<file path="src/rtl/mem_master_arbiter_pkg.sv">
// ============================================================================
// Module      : mem_master_arbiter_pkg
// Description : Shared widths, FSM state encoding and port identifiers for
//               the instruction/data memory master arbiter.
// Revision    : 1.0 - initial release
// ============================================================================
`default_nettype none

`ifndef RISCV_ADDR_WIDTH
`define RISCV_ADDR_WIDTH 32
`endif
`ifndef RISCV_WORD_WIDTH
`define RISCV_WORD_WIDTH 32
`endif

package mem_master_arbiter_pkg;

    localparam int ARB_WE_W = 4;

    typedef enum logic [1:0] {
        ARB_IDLE  = 2'd0,
        ARB_GNT_I = 2'd1,
        ARB_GNT_D = 2'd2
    } arb_state_e;

    typedef enum logic {
        PORT_I = 1'b0,
        PORT_D = 1'b1
    } arb_port_e;

    function automatic arb_state_e grant_state(input arb_port_e port);
        return (port == PORT_D) ? ARB_GNT_D : ARB_GNT_I;
    endfunction

endpackage

`default_nettype wire

</file>
<file path="src/rtl/mem_master_arbiter.sv">
// ============================================================================
// Module      : mem_master_arbiter
// Description : Merges the instruction-fetch and data ports onto one
//               valid/ready memory bus. Grant is held for a whole transaction.
//               Define MEM_ARB_ROUND_ROBIN_EN for round-robin on contention;
//               otherwise data has fixed priority over instruction fetch.
// Revision    : 1.0 - initial release
// ============================================================================
`default_nettype none

module mem_master_arbiter
    import mem_master_arbiter_pkg::*;
#(
    parameter int ADDR_W = `RISCV_ADDR_WIDTH,
    parameter int DATA_W = `RISCV_WORD_WIDTH
) (
    input  logic                clk,
    input  logic                rst_n,

    input  logic                i_valid_i,
    output logic                i_ready_o,
    input  logic [ADDR_W-1:0]   i_addr_i,
    output logic [DATA_W-1:0]   i_rdata_o,

    input  logic                d_valid_i,
    output logic                d_ready_o,
    input  logic [ADDR_W-1:0]   d_addr_i,
    input  logic [DATA_W-1:0]   d_wdata_i,
    input  logic [ARB_WE_W-1:0] d_we_i,
    output logic [DATA_W-1:0]   d_rdata_o,

    output logic                m_valid_o,
    input  logic                m_ready_i,
    output logic [ADDR_W-1:0]   m_addr_o,
    output logic [DATA_W-1:0]   m_wdata_o,
    output logic [ARB_WE_W-1:0] m_we_o,
    input  logic [DATA_W-1:0]   m_rdata_i
);

    arb_state_e state_q, state_d;
    arb_port_e  contest_winner;

`ifdef MEM_ARB_ROUND_ROBIN_EN
    arb_port_e  last_gnt_q, last_gnt_d;

    // Reset to D so the very first contested grant goes to instruction fetch.
    always_ff @(posedge clk or negedge rst_n) begin
        if (!rst_n) begin
            state_q    <= ARB_IDLE;
            last_gnt_q <= PORT_D;
        end else begin
            state_q    <= state_d;
            last_gnt_q <= last_gnt_d;
        end
    end

    assign contest_winner = (last_gnt_q == PORT_D) ? PORT_I : PORT_D;
`else
    always_ff @(posedge clk or negedge rst_n) begin
        if (!rst_n) begin
            state_q <= ARB_IDLE;
        end else begin
            state_q <= state_d;
        end
    end

    assign contest_winner = PORT_D;
`endif

    // Bus drive is purely a function of the held grant, so an async reset
    // clears every output in the same instant the state register clears.
    always_comb begin
        state_d    = state_q;
`ifdef MEM_ARB_ROUND_ROBIN_EN
        last_gnt_d = last_gnt_q;
`endif
        m_valid_o  = 1'b0;
        m_addr_o   = '0;
        m_wdata_o  = '0;
        m_we_o     = '0;
        i_ready_o  = 1'b0;
        i_rdata_o  = '0;
        d_ready_o  = 1'b0;
        d_rdata_o  = '0;

        case (state_q)
            ARB_IDLE: begin
                if (i_valid_i && d_valid_i) begin
                    state_d = grant_state(contest_winner);
                end else if (d_valid_i) begin
                    state_d = ARB_GNT_D;
                end else if (i_valid_i) begin
                    state_d = ARB_GNT_I;
                end
            end

            ARB_GNT_I: begin
                m_valid_o = i_valid_i;
                m_addr_o  = i_addr_i;
                i_ready_o = m_ready_i & i_valid_i;
                i_rdata_o = m_rdata_i;
                if (!i_valid_i) begin
                    state_d = ARB_IDLE;
                end else if (m_ready_i) begin
                    state_d = ARB_IDLE;
`ifdef MEM_ARB_ROUND_ROBIN_EN
                    last_gnt_d = PORT_I;
`endif
                end
            end

            ARB_GNT_D: begin
                m_valid_o = d_valid_i;
                m_addr_o  = d_addr_i;
                m_wdata_o = d_wdata_i;
                m_we_o    = d_we_i;
                d_ready_o = m_ready_i & d_valid_i;
                d_rdata_o = m_rdata_i;
                if (!d_valid_i) begin
                    state_d = ARB_IDLE;
                end else if (m_ready_i) begin
                    state_d = ARB_IDLE;
`ifdef MEM_ARB_ROUND_ROBIN_EN
                    last_gnt_d = PORT_D;
`endif
                end
            end

            default: begin
                state_d = ARB_IDLE;
            end
        endcase
    end

endmodule

`default_nettype wire

</file>
<file path="config.mk">
export PLATFORM = sky130hd
export DESIGN_NAME = mem_master_arbiter
export DESIGN_NICKNAME = d
export VERILOG_FILES = /design/src/rtl/mem_master_arbiter_pkg.sv /design/src/rtl/mem_master_arbiter.sv
export SDC_FILE = /design/constraint.sdc
export NUM_CORES = 1
export LEC_CHECK = 0
export ABC_AREA = 1
export CORE_AREA = 4 4 103 105
export CTS_CLUSTER_SIZE = 16
export DETAILED_ROUTE_END_ITERATION = 6
export DIE_AREA = 0 0 107 109
export GPL_TIMING_DRIVEN = 1
export PLACE_DENSITY = 0.65
export SLEW_MARGIN = 20
export SYNTH_ARGS = -nofsm -noshare
export SYNTH_HDL_FRONTEND = slang
export SYNTH_SLANG_ARGS = --single-unit
</file>
<file path="constraint.sdc">
create_clock -name clk -period 3.2 [get_ports clk]
set_input_delay 0.64 -clock clk [delete_from_list [all_inputs] [get_ports clk]]
set_output_delay 0.64 -clock clk [all_outputs]
set_load 0.03 [all_outputs]
</file>
Yosys cells after proc, flatten, opt, wreduce, memory -nomap -nowiden. Index checks and enable logic that the tools add are counted. W data, S select, Z words.

Bitwise logic cells: 2. Equality and inequality tests: 3. Muxes and demuxes: 15. Reductions and logical operators: 2.

Operators by type and width (count): $mux W32 (3); $pmux W32 S2 (1); $mux W2 (6); $pmux W2 S3 (1); $mux W4 (1); $ne A4 B4 Y1 const B (1); $and A1 B1 Y1 (2); $eq A2 B1 Y1 const B (1); $eq A2 B2 Y1 const B (1); $logic_not A2 Y1 (1); $mux W1 (2); $pmux W1 S2 (1); $logic_and A1 B1 Y1 (1).

Bits in registers: 2. Output and inout bits: 135.

Logic depth before layout (Yosys ltp). Gate-level depths: netlist of the first run.

Word-level depth: 4. Depth in mapped cells: 9. Depth with buffers taken out: 8.

Least setup slack after synthesis of the first run. Ideal clock, no wire load.

Kind: register to output. Start: register state_q[1]. End: output port m_addr_o[0]. Arrival: 1.482 ns. Cell stages (with the launch flop): 7. Buffers on the path: 2. Setup slack: 1.078 ns. Cell sequence: dfrtp_1 > inv_1 > ha_1 > buf_6 > buf_8 > nand2_1 > a21oi_1.

Word-level cells in the longest chain between the ends: 2. Elaborated cells between the ends (all ways): 3. Classes of those cells: 2 x eq/ne; 1 x mux.

RTL lines: from (decl) (line mem_master_arbiter.sv:40) `arb_state_e state_q, state_d;`; from (signal assigned) (line mem_master_arbiter.sv:63) `state_q <= state_d;`; $eq A2 B2 Y1 or $eq A2 B1 Y1 (tied branches) (line mem_master_arbiter.sv:86) `case (state_q)`; $pmux W32 S2 * (line mem_master_arbiter.sv:86); to (decl) (line mem_master_arbiter.sv:34) `output logic [ADDR_W-1:0] m_addr_o,`.

Mark *: on every way between the ends. The rest lies on a longest branch, timed or not.

Worst setup path in the final report of the first run.
Start: register state_q[0]. End: output port m_wdata_o[12].

Word-level cells in the longest chain between the ends: 2.

RTL lines: $eq A2 B2 Y1 (line mem_master_arbiter.sv:86); $mux W32 (line mem_master_arbiter.sv:86); to (decl) (line mem_master_arbiter.sv:35) `output logic [DATA_W-1:0] m_wdata_o,`.

No other way between the ends.

==> results of run 1 <==
## Yosys cell counts
master	count	share of area (%)
a21oi_2	7	3.8
nand2_1	175	41
a21oi_1	26	8.2
dfrtp_1	2	3.1
buf_12	1	1.3
buf_8	2	1.9
ha_1	5	3.9
inv_1	109	26
buf_4	4	1.9
buf_2	12	3.8
nand2_2	7	2.7
buf_6	2	1.4
nor2_1	4	0.94
nand3_1	1	0.31
## power groups by stage
stage / clock network [W] / logic, W / registers, W
finish: 0.000101 / 0.00328 / 0.0000536
global route: 0.000106 / 0.00351 / 0.0000570
CTS: 0.000105 / 0.00332 / 0.0000540
detailed placement: 0 / 0.00331 / 0.0000541
global placement: 0 / 0.00329 / 0.0000521
floorplan: 0 / 0.00196 / 0.0000495
## how the worst min path moves through the flow
stage / cells after the start / endpoint / slack, ns / start
3_5_place_dp: 2 / state_q[0]$_DFFE_PN0P_ / 0.55 / state_q[0]$_DFFE_PN0P_
4_1_cts: 2 / state_q[0]$_DFFE_PN0P_ / 0.55 / state_q[0]$_DFFE_PN0P_
2_1_floorplan: 0 / state_q[0]$_DFFE_PN0P_ / 0.34 / rst_n
3_3_place_gp: 2 / state_q[0]$_DFFE_PN0P_ / 0.53 / state_q[0]$_DFFE_PN0P_
6_report: 2 / state_q[0]$_DFFE_PN0P_ / 0.56 / state_q[0]$_DFFE_PN0P_
5_1_grt: 1 / state_q[0]$_DFFE_PN0P_ / 0.60 / rst_n
## placed cells by master (no fill, tap or decap)
cell type,count
ha_1,3
ha_2,2
a21oi_2,7
buf_12,4
clkdlybuf4s50_1,271
buf_4,4
dfrtp_1,2
inv_1,109
nand2_1,175
nand3_1,1
clkbuf_8,3
nand2_2,7
a21oi_1,26
nor2_1,4
## stage by stage
| step | std cells | utilization [%] | total power (W) | hold WS (ns) |
|---|---|---|---|---|
| floorplan | 357 | - | 0.00201 | 0.344 |
| global placement | 748 | 45.9 | 0.00334 | 0.529 |
| detailed placement | 748 | 45.9 | 0.00337 | 0.546 |
| CTS | 751 | 46.4 | 0.00348 | 0.554 |
| global route | 751 | 46.4 | 0.00367 | 0.596 |
| finish | 751 | 46.4 | 0.00343 | 0.555 |
## cells by family after synthesis
logic type / count (synthesis)
DFF: 2
and+or+nand+nor: 187
AOI/OAI and AO/OA: 33
adders and majority gates: 5
buffers and inverters: 130
## layout make-up
class | instances | area [sq um] | area share [%]
Timing Repair Buffer | 279 | 2820 | 63.2
Inverter | 109 | 409 | 9.15
Multi-Input combinational cell | 225 | 980 | 21.9
Sequential cell | 2 | 50.0 | 1.12
Tap cell | 133 | 166 | 3.72
Clock buffer | 3 | 41.3 | 0.924
## critical path, stage by stage (launching register included)
cell             delay [ns]
dfrtp_1                0.40
inv_1                  0.15
ha_2                   0.55
buf_12                 0.22
nand2_1                0.07
inv_1                  0.06
clkdlybuf4s50_1        0.67
## layer usage
| layer | vias up | wire [um] | global-route usage [%] |
|---|---|---|---|
| li1 | 1503 | - | - |
| met1 | 1223 | 3550 | 15.8 |
| met2 | 139 | 5220 | 30.8 |
| met3 | 6 | 756 | 2.49 |
| met4 | 0 | 76 | 2.74 |
| met5 | - | 0 | 0 |
==> impl_metrics.toml, run 1 <==
[cts]
cts.htree.levels = 1
root_buffer = "clkbuf_8"
clock_latency_ns = 0.21
post_cts_buffers = 0
clk_pin_slew_ns = 0.03
cts_tree = "done"
cts_hold_buf = 0
post_cts_resize_count = 0
cts_made_buffers = 3
cts.path.max_buffers = 2
clock-sinks = 2

[routing]
ant_nets = 0
drc = 0
via_per_inst = 3.82
via_count = 2871
dr.pass1.iters = 4
wl_mm = 9.60
wl_per_cell_um = 12.8
dr.first_iter.drc_count = 124

[timing]
period_share_pct = 93.3
finalClockSkew_ns = 0.00355
tightest_slew_ns = 0.525
worst_slack_ns = 0.215
max_freq_mhz = 335
setup_viol = 0
slew_viol_final = 0
fin_setup_tns_ns = 0
rsz0062_at_grt = "no"
fin_crit_ns = 2.98
slew_headroom_pct = 65.0
hold_viol = 0

[yosys]
syn_avg_cell_area_sq_um = 4.47
synth_cells = 357
synth.yosys.seq_area_share_pct = 3.13
syn_nets = 499
synth_cell_type_count = 14
synthAdderAreaFrac_pct = 3.92
synthXorXnorAreaFrac_pct = 0
yosys.area_share.simple_pct = 45.1
synth-seq-cells = 2
synth.area.mux_share_pct = 0
synth-compound-area-share_pct = 12.0
synth_top_family_by_area = "simple AND/OR/NAND/NOR gates"
yosys_warnings = 0
synth_area_sq_um = 1600

[placed_design]
dp_slack_ns = 0.418
placed_area_sq_um = 4430
hpwl_mm = 8.27
place.port_buffers = 271
gp_congestion = 0.833

[min_path]
hp-class = "reg2reg"

[floorplanning]
rows = 36
core-area_sq_um = 9640
fp.dieW_um = 107
start_util_pct = 16.6
io_pins = 272
die_h_um = 109
die_area_sq_um = 11700

[power]
pwr_density_cell_nw_per_um2 = 768
p_leak_nw = 2.39
pwr-share-seq_pct = 1.6
swShare_pct = 59.3
peakVddDrop_mv = 0.424
intPower_w = 0.00140
p_switching_w = 0.00203
p_clk_share_pct = 3.0
pwr-share-comb_pct = 95.5

[global_route]
track_usage_pct = 14.9
grt_max_degree = 34
grt_pass1_vias = 2739
antenna_found_initial = 0
grt_pass1_wl_mm = 14.0
grt-ovfl-total = 0

[worst_setup_path]
crit_fanout = 22
r2r_start = "state_q[0]$_DFFE_PN0P_"
start_kind = "register"
crit_path_end = "m_wdata_o[12]"
r2r_cells = 8
r2r_slack_ns = 1.58
end_kind = "primary output"
cp.required_ns = 2.56
reg2reg_to = "state_q[1]$_DFFE_PN0P_"
crit_type = "reg2out"
crit_start = "state_q[0]$_DFFE_PN0P_"
worstPathArrival_ns = 2.34

[final_layout]
drive_gt1_share_pct = 4.37
max_flop_register = "state_q"
syn_to_final_growth_pct = 180
largest_reg_flops = 2
antenna_cells = 0
fillers = 1001
final_nets = 762
final_design_area_no_fill_sq_um = 4470
reg_top3 = "state_q (2)"

[run]
drv_cap = 0

[run_status]
status = "finished clean"
(Power assumes the default switching activity.)
==> run 2, diff against run 1 <==
Settings changed: ABC_CLOCK_PERIOD_IN_PS set to 3200.
==> results of run 2 <==
The final DEF is identical to that of run 1; final timing and power are the same.
